### src/rtl/game_pkg.sv
// Shared encodings for the game input fabric: value width, consumer select codes
// and the demux FSM states.
package game_pkg;

    localparam int VALUE_W = 5;

    typedef enum logic [1:0] {
        SEL_REGULAR = 2'b00,
        SEL_EVENODD = 2'b01,
        SEL_DRAW    = 2'b10,
        SEL_INVALID = 2'b11
    } selectT;

    typedef enum logic [1:0] {
        IDLE     = 2'b00,
        DISPATCH = 2'b01,
        DONE     = 2'b10
    } stateT;

endpackage

### src/rtl/dispatch_timer.sv
// Counts consecutive DISPATCH cycles and flags the cycle on which the
// TIMEOUT_CYCLES-th one without an acknowledge completes.
module dispatch_timer #(
    parameter int TIMEOUT_CYCLES = 255
) (
    input  logic clock,
    input  logic reset,
    input  logic clear,
    input  logic enable,
    output logic expired
);

    localparam int CountW = (TIMEOUT_CYCLES > 1) ? $clog2(TIMEOUT_CYCLES) : 1;

    logic [CountW-1:0] count;

    always_ff @(posedge clock) begin
        if (reset || clear) begin
            count <= '0;
        end else if (enable && !expired) begin
            count <= count + CountW'(1);
        end
    end

    assign expired = enable && (count == CountW'(TIMEOUT_CYCLES - 1));

endmodule

### src/rtl/input_demux.sv
// Routes one shared player value to one of three game consumers with a
// valid/ack handshake. Define DEMUX_TIMEOUT_EN to abort unacknowledged dispatches.
module input_demux
    import game_pkg::*;
#(
    parameter int TIMEOUT_CYCLES = 255
) (
    input  logic               clock,
    input  logic               reset,
    input  logic [VALUE_W-1:0] gameInput,
    input  logic [1:0]         select,
    input  logic               load,
    output logic [VALUE_W-1:0] regularRouletteIn,
    output logic [VALUE_W-1:0] evenOddRouletteIn,
    output logic [VALUE_W-1:0] drawIn,
    output logic               regularValid,
    output logic               evenOddValid,
    output logic               drawValid,
    input  logic               regularAck,
    input  logic               evenOddAck,
    input  logic               drawAck,
    output logic               busy,
    output logic               error,
    output logic [7:0]         dispatchCount
);

    stateT  state;
    selectT target;
    logic   targetAck;
    logic   accept;
    logic   timeout;

    assign accept = (state == IDLE) && load && (select != SEL_INVALID);
    assign busy   = (state != IDLE);

    // Only the latched target's acknowledge can complete a dispatch.
    always_comb begin
        targetAck = 1'b0;
        case (target)
            SEL_REGULAR: targetAck = regularAck;
            SEL_EVENODD: targetAck = evenOddAck;
            SEL_DRAW:    targetAck = drawAck;
            default:     targetAck = 1'b0;
        endcase
    end

`ifdef DEMUX_TIMEOUT_EN
    dispatch_timer #(
        .TIMEOUT_CYCLES(TIMEOUT_CYCLES)
    ) timer (
        .clock  (clock),
        .reset  (reset),
        .clear  (accept),
        .enable (state == DISPATCH),
        .expired(timeout)
    );
`else
    // A dispatch never gives up in this build.
    assign timeout = (TIMEOUT_CYCLES < 0);
`endif

    always_ff @(posedge clock) begin
        if (reset) begin
            state             <= IDLE;
            target            <= SEL_REGULAR;
            regularRouletteIn <= '0;
            evenOddRouletteIn <= '0;
            drawIn            <= '0;
            regularValid      <= 1'b0;
            evenOddValid      <= 1'b0;
            drawValid         <= 1'b0;
            error             <= 1'b0;
            dispatchCount     <= '0;
        end else begin
            case (state)
                IDLE: begin
                    if (load && (select == SEL_INVALID)) begin
                        error <= 1'b1;
                    end else if (accept) begin
                        error  <= 1'b0;
                        target <= selectT'(select);
                        state  <= DISPATCH;
                        case (select)
                            SEL_REGULAR: begin
                                regularRouletteIn <= gameInput;
                                regularValid      <= 1'b1;
                            end
                            SEL_EVENODD: begin
                                evenOddRouletteIn <= gameInput;
                                evenOddValid      <= 1'b1;
                            end
                            default: begin
                                drawIn    <= gameInput;
                                drawValid <= 1'b1;
                            end
                        endcase
                    end
                end
                DISPATCH: begin
                    // An ack on the timeout cycle still counts as a completion.
                    if (targetAck) begin
                        regularValid  <= 1'b0;
                        evenOddValid  <= 1'b0;
                        drawValid     <= 1'b0;
                        dispatchCount <= dispatchCount + 8'd1;
                        state         <= DONE;
                    end else if (timeout) begin
                        regularValid <= 1'b0;
                        evenOddValid <= 1'b0;
                        drawValid    <= 1'b0;
                        error        <= 1'b1;
                        state        <= IDLE;
                    end
                end
                DONE: begin
                    state <= IDLE;
                end
                default: begin
                    state <= IDLE;
                end
            endcase
        end
    end

endmodule

### config.mk
export PLATFORM = sky130hd
export DESIGN_NAME = input_demux
export DESIGN_NICKNAME = d
export VERILOG_FILES = /design/src/rtl/game_pkg.sv /design/src/rtl/dispatch_timer.sv /design/src/rtl/input_demux.sv
export SDC_FILE = /design/constraint.sdc
export NUM_CORES = 1
export LEC_CHECK = 0
export CAP_MARGIN = 20
export CELL_PAD_IN_SITES_DETAIL_PLACEMENT = 1
export CELL_PAD_IN_SITES_GLOBAL_PLACEMENT = 1
export CORE_ASPECT_RATIO = 0.5
export CORE_MARGIN = 2
export CORE_UTILIZATION = 33
export DETAILED_ROUTE_END_ITERATION = 12
export PLACE_DENSITY_LB_ADDON = 0.1
export SLEW_MARGIN = 20
export SYNTH_ARGS = -nofsm -noshare
export SYNTH_HDL_FRONTEND = slang
export SYNTH_HIERARCHICAL = 1
export SYNTH_SLANG_ARGS = --single-unit
export TNS_END_PERCENT = 5
### constraint.sdc
create_clock -name clock -period 2.45 [get_ports clock]
set_clock_uncertainty 0.2 [all_clocks]
set_input_delay 0.49 -clock clock [delete_from_list [all_inputs] [get_ports clock]]
set_output_delay 0.49 -clock clock [all_outputs]
set_load 0.1 [all_outputs]
==> results of run 1 <==
==> worst register-to-register path, cell delays in order, from the launching register on <==
cell and delay (ns):
dfxtp_1 0.49, nor2b_4 0.25, nand2_1 0.14, or4_1 0.51, a21oi_1 0.14
==> kinds of logic after synthesis <==
| family | count (synthesis) |
|---|---|
| multiplexers | 7 |
| adder cells (fa/ha/maj) | 1 |
| AND/OR/NAND/NOR | 64 |
| buffers and inverters | 11 |
| AO/OA/AOI/OAI | 32 |
| flip-flops | 31 |
==> routing by layer <==
layer	global-route usage [%]	part of all wire [%]
met1	18.63	45
met2	26.09	48
met3	5.919	5.5
met4	5.882	1.1
met5	0	0
==> flip-flops by register name, summed over array words and instances (netlist names) <==
register,cells
error,1
regularValid,1
target,2
drawIn,5
regularRouletteIn,5
drawValid,1
evenOddValid,1
evenOddRouletteIn,5
state,2
dispatchCount,8
==> stage by stage <==
step / worst slack [ns] / area [um2] / utilization, %
detailed placement: 0.1177 / 1702 / 44.27
CTS: 0.4106 / 1783 / 46.39
global placement: 0.1728 / 1702 / 44.27
global route: 0.3392 / 1783 / 46.39
floorplan: 0.1865 / 1306 / -
finish: 0.4174 / 1783 / 46.39
==> where the power goes <==
part	leakage, nW	internal [mW]	switching, mW
sequential	0.252	0.521	0.0157
clock	0.0422	0.199	0.184
combinational	0.391	0.0741	0.174
total	0.684	0.794	0.373
==> path summary, 6_finish.rpt <==
check	startpoint	to	slack [ns]	cells past startpoint
worst max-delay path	drawAck	dispatchCount[5]	0.42	5
worst min-delay path	drawIn[1]	drawIn[1]	0.26	2
worst max register to register	state[0]	dispatchCount[4]	0.64	4
worst min register to register	drawIn[1]	drawIn[1]	0.26	2
==> layout make-up <==
class,instances,share of cell area [%]
Clock buffer,7,4.281
Inverter,3,0.6316
Clock inverter,1,0.2807
Timing Repair Buffer,47,22.18
Sequential cell,31,34.81
Multi-Input combinational cell,104,34.04
Tap cell,54,3.789
==> cell usage after synthesis, drive strengths merged <==
cell and number:
nor4 1, mux2 1, nor4b 2, nand3 14
buf 3, a211oi 1, mux2i 6, or3 2
and2b 1, nand2b 1, nand3b 1, o31ai 3
ha 1, a31o 1, nor2b 2, o21ai 5
nand4 3, nor2 12, nand2 15, nor3 7
inv 3, a21oi 21, or4 3, dlygate4sd1 1
o21a 1, clkbuf 4, dfxtp 31
==> results.md, run 1 <==
- Outcome: finished clean
- Vias in the first global route: 1205
- Maximum vdd drop: 0.2270 mV
- Cell Chain, Critical Path: clkdlybuf4s50_1, mux2i_1, o21a_1, nor4_1, mux2_2
- Pins Over Slew Limit: 0
- Synth Area in Adders: 0.9579%
- DR vias: 1228
- Post-Synth Simple-Gate Area: 26.53%
- Syn Area/Cell: 8.947 um2
- Synth Area in Compound Gates: 13.51%
- Crit path DAT: 2.00 ns
- Achievable Freq: 492.0 MHz
- Top post-synthesis cells by area: dfxtp_1, a21oi_1, nand3_1
- Routed WL per cell: 13.44 um
- Post-DP HPWL: 2.506 mm
- CTS H-Tree Depth: 2
- Final ANT Viol Nets: 0
- Post-Route WL: 3.319 mm
- Slew margin rel.: 75.77%
- Pleak: 0.6845 nW
- RSZ-0062 raised after global routing: no
- Nature of the critical path startpoint: input pin
- Fin cells: 247
- I/O pins: 41
- Final setup vio count: 0
- Initial antenna violation count: 0
- CTS clk-pin slew, worst paths: 0.06 ns
- Crit-path slowest cell: clkdlybuf4s50_1
- Cell accounting for the most synthesized area: dfxtp_1
- CP endpoint kind: flop
- CORE AREA: 3844 um2
- Clk root buf: clkbuf_8
- CTS Hold Bufs: 0
- Post-DR vias/cell: 4.972
- Ys Warns: 6
- Top cell type's share of synthesized area: 47.51%
- Multi-input logic area: 606.8 um2
- CTS Buf Count: 5
- Syn nets: 160
- Post-synthesis sequential area ratio: 47.51%
- Largest net degree at the start of global routing: 17
- Routability cong.: 0.7495
- Worst-path fanout max: 10
- Nets: 206
- Die W: 92.98 um
- Pwr dens: 655.1 nW/um2
- PortBufs: 40
- CTS tree: built
- Syn Std Cell Area: 1306 um2
- Setup Buffers After CTS: 0
- Commonest non-fill, non-tap cell in the layout: buf_4
- Storage element area: 620.6 um2
- Largest stage delay, worst path: 0.45 ns
- Die H: 48.49 um
- Distinct cells, synth: 30
- P&R area growth vs syn: 36.49%
- Slew @ Worst Pin: 0.3597 ns
- GRT Util Overall: 15.70%
- Hold_ws: 0.2631 ns
- Hold Vio Cnt, Final: 0
- Post-layout minimum cycle time: 2.033 ns
- 1st-pass router iterations: 2
- FF+latch count, synth: 31
- Mapped Cells: 146
- TNS Setup: 0 ns
- Filler cells: 484
- Placed Instances: 239
- Most frequent cells in the layout: buf_4, dfxtp_1, a21oi_1, nand2_1, nand3_1
- Die outline area: 4508 um2
- DRC: 0
- Initial core utilization: 33.98%
- Final Total Pwr: 1.168 mW
- Gr ovfl total: 0
- Global-route wire length before repair: 5.506 mm
- CTS Buffer Depth: 2
- Min-delay worst type: reg2reg
- Multiplexer area fraction after synthesis: 5.460%
- Share of cells above drive strength 1: 23.83%
- Post-CTS sizing: 0
- Largest family of logic cells by synthesized area: simple AND/OR/NAND/NOR gates
- Setup CP Type: in2reg
- CP bufs+invs: 1
- CTS sink cnt: 31
- ANT cells: 0
- Largest delay contributor family on the critical path: buffers and inverters
- Detailed Route Iter0 Violations: 20
- Clock latency on the worst-skew pair: 0.28 ns
- Final period util: 82.96%
- Number of max-cap violations: 0
- Critical Path RT: 2.41 ns
- Xor and xnor fraction of the mapped netlist area: 0%
- Row count: 16
Note: power is estimated with default switching activity, not from simulation.
==> run 2: changes to the inputs <==
==> constraint.sdc (replaced) <==
create_clock -name clock -period 2 [get_ports clock]
set_clock_uncertainty 0.2 [all_clocks]
set_input_delay 0.4 -clock clock [delete_from_list [all_inputs] [get_ports clock]]
set_output_delay 0.4 -clock clock [all_outputs]
set_load 0.1 [all_outputs]
==> run 2 against run 1 <==
Largest cell class is now non-clock buffers. Register-to-register slack lost 0.48 ns. Total power increased by 28%. Combinational power is 42% higher. First-iteration DRC count rose by 45%. Die area stayed put. Routed wire length rose by 5.8%. Cell area grew 21%. Global-route usage up 1.7 points.
==> results.md, run 2 (synthesis gave the netlist of run 1 again) <==
- Outcome: finished clean
- CTS Buf Count: 5 (unchanged)
- CTS clk-pin slew, worst paths: 0.07 ns (about the same)
- Post-DR vias/cell: 5.108 (+2.8%)
- Filler cells: 426 (-12%)
- Reg2reg start: state[0]
- RSZ-0062 raised after global routing: no
- DRC: 0 (unchanged)
- TNS Setup: 0 ns (unchanged)
- Post-DP HPWL: 2.593 mm (+3.4%)
- Final period util: 94.19%
- CP endpoint kind: flop
- Clock latency on the worst-skew pair: 0.28 ns (about the same)
- Pins Over Slew Limit: 0 (unchanged)
- CORE AREA: 3844 um2 (unchanged)
- Slew @ Worst Pin: 0.3385 ns (-0.02116 ns)
- R2r worst-path depth: 4 (unchanged)
- Min-delay worst type: reg2reg
- Hold endpoint: evenOddRouletteIn[2]
- Die outline area: 4508 um2 (unchanged)
- CTS Buffer Depth: 2 (unchanged)
- CTS sink cnt: 31 (unchanged)
- Post-layout minimum cycle time: 1.884 ns
- Post-Route WL: 3.513 mm (+5.8%)
- Nature of the critical path startpoint: input pin
- GRT Util Overall: 17.39% (+1.7 points)
- Clk root buf: clkbuf_8
- Largest register FFs: 8 (unchanged)
- Slew margin rel.: 77.19% (+1.4 points)
- Detailed Route Iter0 Violations: 29 (+45%)
- Final Total Pwr: 1.497 mW (+28%)
- Share of cells above drive strength 1: 25.64% (+1.8 points)
- Nets: 208 (+0.97%)
- Routed WL per cell: 14.11 um (+5.0%)
- Routability cong.: 0.7622 (+1.7%)
- Setup CP Type: in2reg
- CTS tree: built
- Row count: 16 (unchanged)
- ANT cells: 0 (unchanged)
- Number of max-cap violations: 0 (unchanged)
- Achievable Freq: 530.8 MHz
- Crit path DAT: 1.85 ns (-0.15 ns)
- Final ANT Viol Nets: 0 (unchanged)
- Global-route wire length before repair: 6.161 mm (+12%)
- Post-CTS sizing: 0 (unchanged)
- Initial core utilization: 33.98% (unchanged)
- Pleak: 0.7746 nW (+13%)
- Post-Place Worst Slack: -0.2069 ns (-0.3246 ns)
- Hold Startpoint: evenOddRouletteIn[2]
- Initial antenna violation count: 0 (unchanged)
- Die W: 92.98 um (unchanged)
- Register name with the most flops: dispatchCount
- Critical Path RT: 1.97 ns (-0.44 ns)
- Setup Buffers After CTS: 0 (unchanged)
- Worst-path fanout max: 7 (-3)
- Die H: 48.49 um (unchanged)
- Worst r2r dst: dispatchCount[4]
- 1st-pass router iterations: 3 (+1)
- PortBufs: 40 (unchanged)
- P&R area growth vs syn: 64.65%
- Gr ovfl total: 0 (unchanged)
- Final setup vio count: 0 (unchanged)
- DR vias: 1272 (+3.6%)
- Most frequent cells in the layout: dfxtp_1, buf_12, a21oi_1, nand2_1, nand3_1
- Hold_ws: 0.2942 ns (+0.03111 ns)
- Maximum vdd drop: 0.4337 mV (+91%)
- I/O pins: 41 (unchanged)
- CTS H-Tree Depth: 2 (unchanged)
- Hold Path Cell Cnt: 2 (unchanged)
- Largest net degree at the start of global routing: 31 (+14)
- Worst reg-to-reg setup slack: 0.16 ns (-0.48 ns)
- Pwr dens: 696.1 nW/um2 (+6.3%)
- Fin worst setup slack: 0.1162 ns (-0.3012 ns)
- Hold Vio Cnt, Final: 0 (unchanged)
- CTS Hold Bufs: 0 (unchanged)
- Vias in the first global route: 1303 (+8.1%)
[run 2: cell types whose count changed in the layout (fill, tap and decap cells not counted)]
| cell | delta |
|---|---|
| buf_12 | +28 |
| dfxtp_2 | +2 |
| buf_4 | -26 |
| dfxtp_1 | -2 |
[run 2: cell type report]
cell class / count / area, um2 / share of cell area (%)
timing repair buffer: 49 / 760.7 / 35.37
sequential: 31 / 623.1 / 28.97
multi-input combinational: 104 / 606.8 / 28.21
clock buffer: 7 / 76.32 / 3.549
tap: 54 / 67.56 / 3.141
inverter: 3 / 11.26 / 0.5236
clock inverter: 1 / 5.005 / 0.2327
[run 2: worst max-delay path, stage by stage]
cell and delay [ns]:
clkdlybuf4s50_1 0.46, mux2i_1 0.08, o21a_1 0.24, nor4_1 0.31
mux2_2 0.36
[run 2: report_power, final]
group,internal (mW),switching (mW)
registers,0.639,0.0280
logic,0.136,0.216
clock network,0.244,0.234
total,1.02,0.478
[run 2: worst max path at each step]
stage	end	cells past startpoint	slack (ns)	start
2_1_floorplan	dispatchCount[5]	3	-0.08	dispatchCount[2]
3_3_place_gp	dispatchCount[5]	5	-0.15	drawAck
3_5_place_dp	dispatchCount[5]	5	-0.21	drawAck
4_1_cts	dispatchCount[5]	5	0.09	drawAck
5_1_grt	dispatchCount[5]	5	0.04	drawAck
6_report	dispatchCount[5]	5	0.12	drawAck
[run 2: metrics by stage]
step,area (um2),cells,utilization (%)
after floorplan,1309,146,-
after global placement,2069,241,53.84
after detailed placement,2069,241,53.84
after CTS,2151,249,55.96
after global routing,2151,249,55.96
final,2151,249,55.96
[run 2: routing by layer]
metal | GRT usage [%] | part of all wire (%) | up-vias
li1 | - | - | 613
met1 | 21.04 | 44 | 628
met2 | 28.86 | 50 | 26
met3 | 6.854 | 5.5 | 5
met4 | 5.147 | 0.85 | 0
met5 | 0 | 0 | -
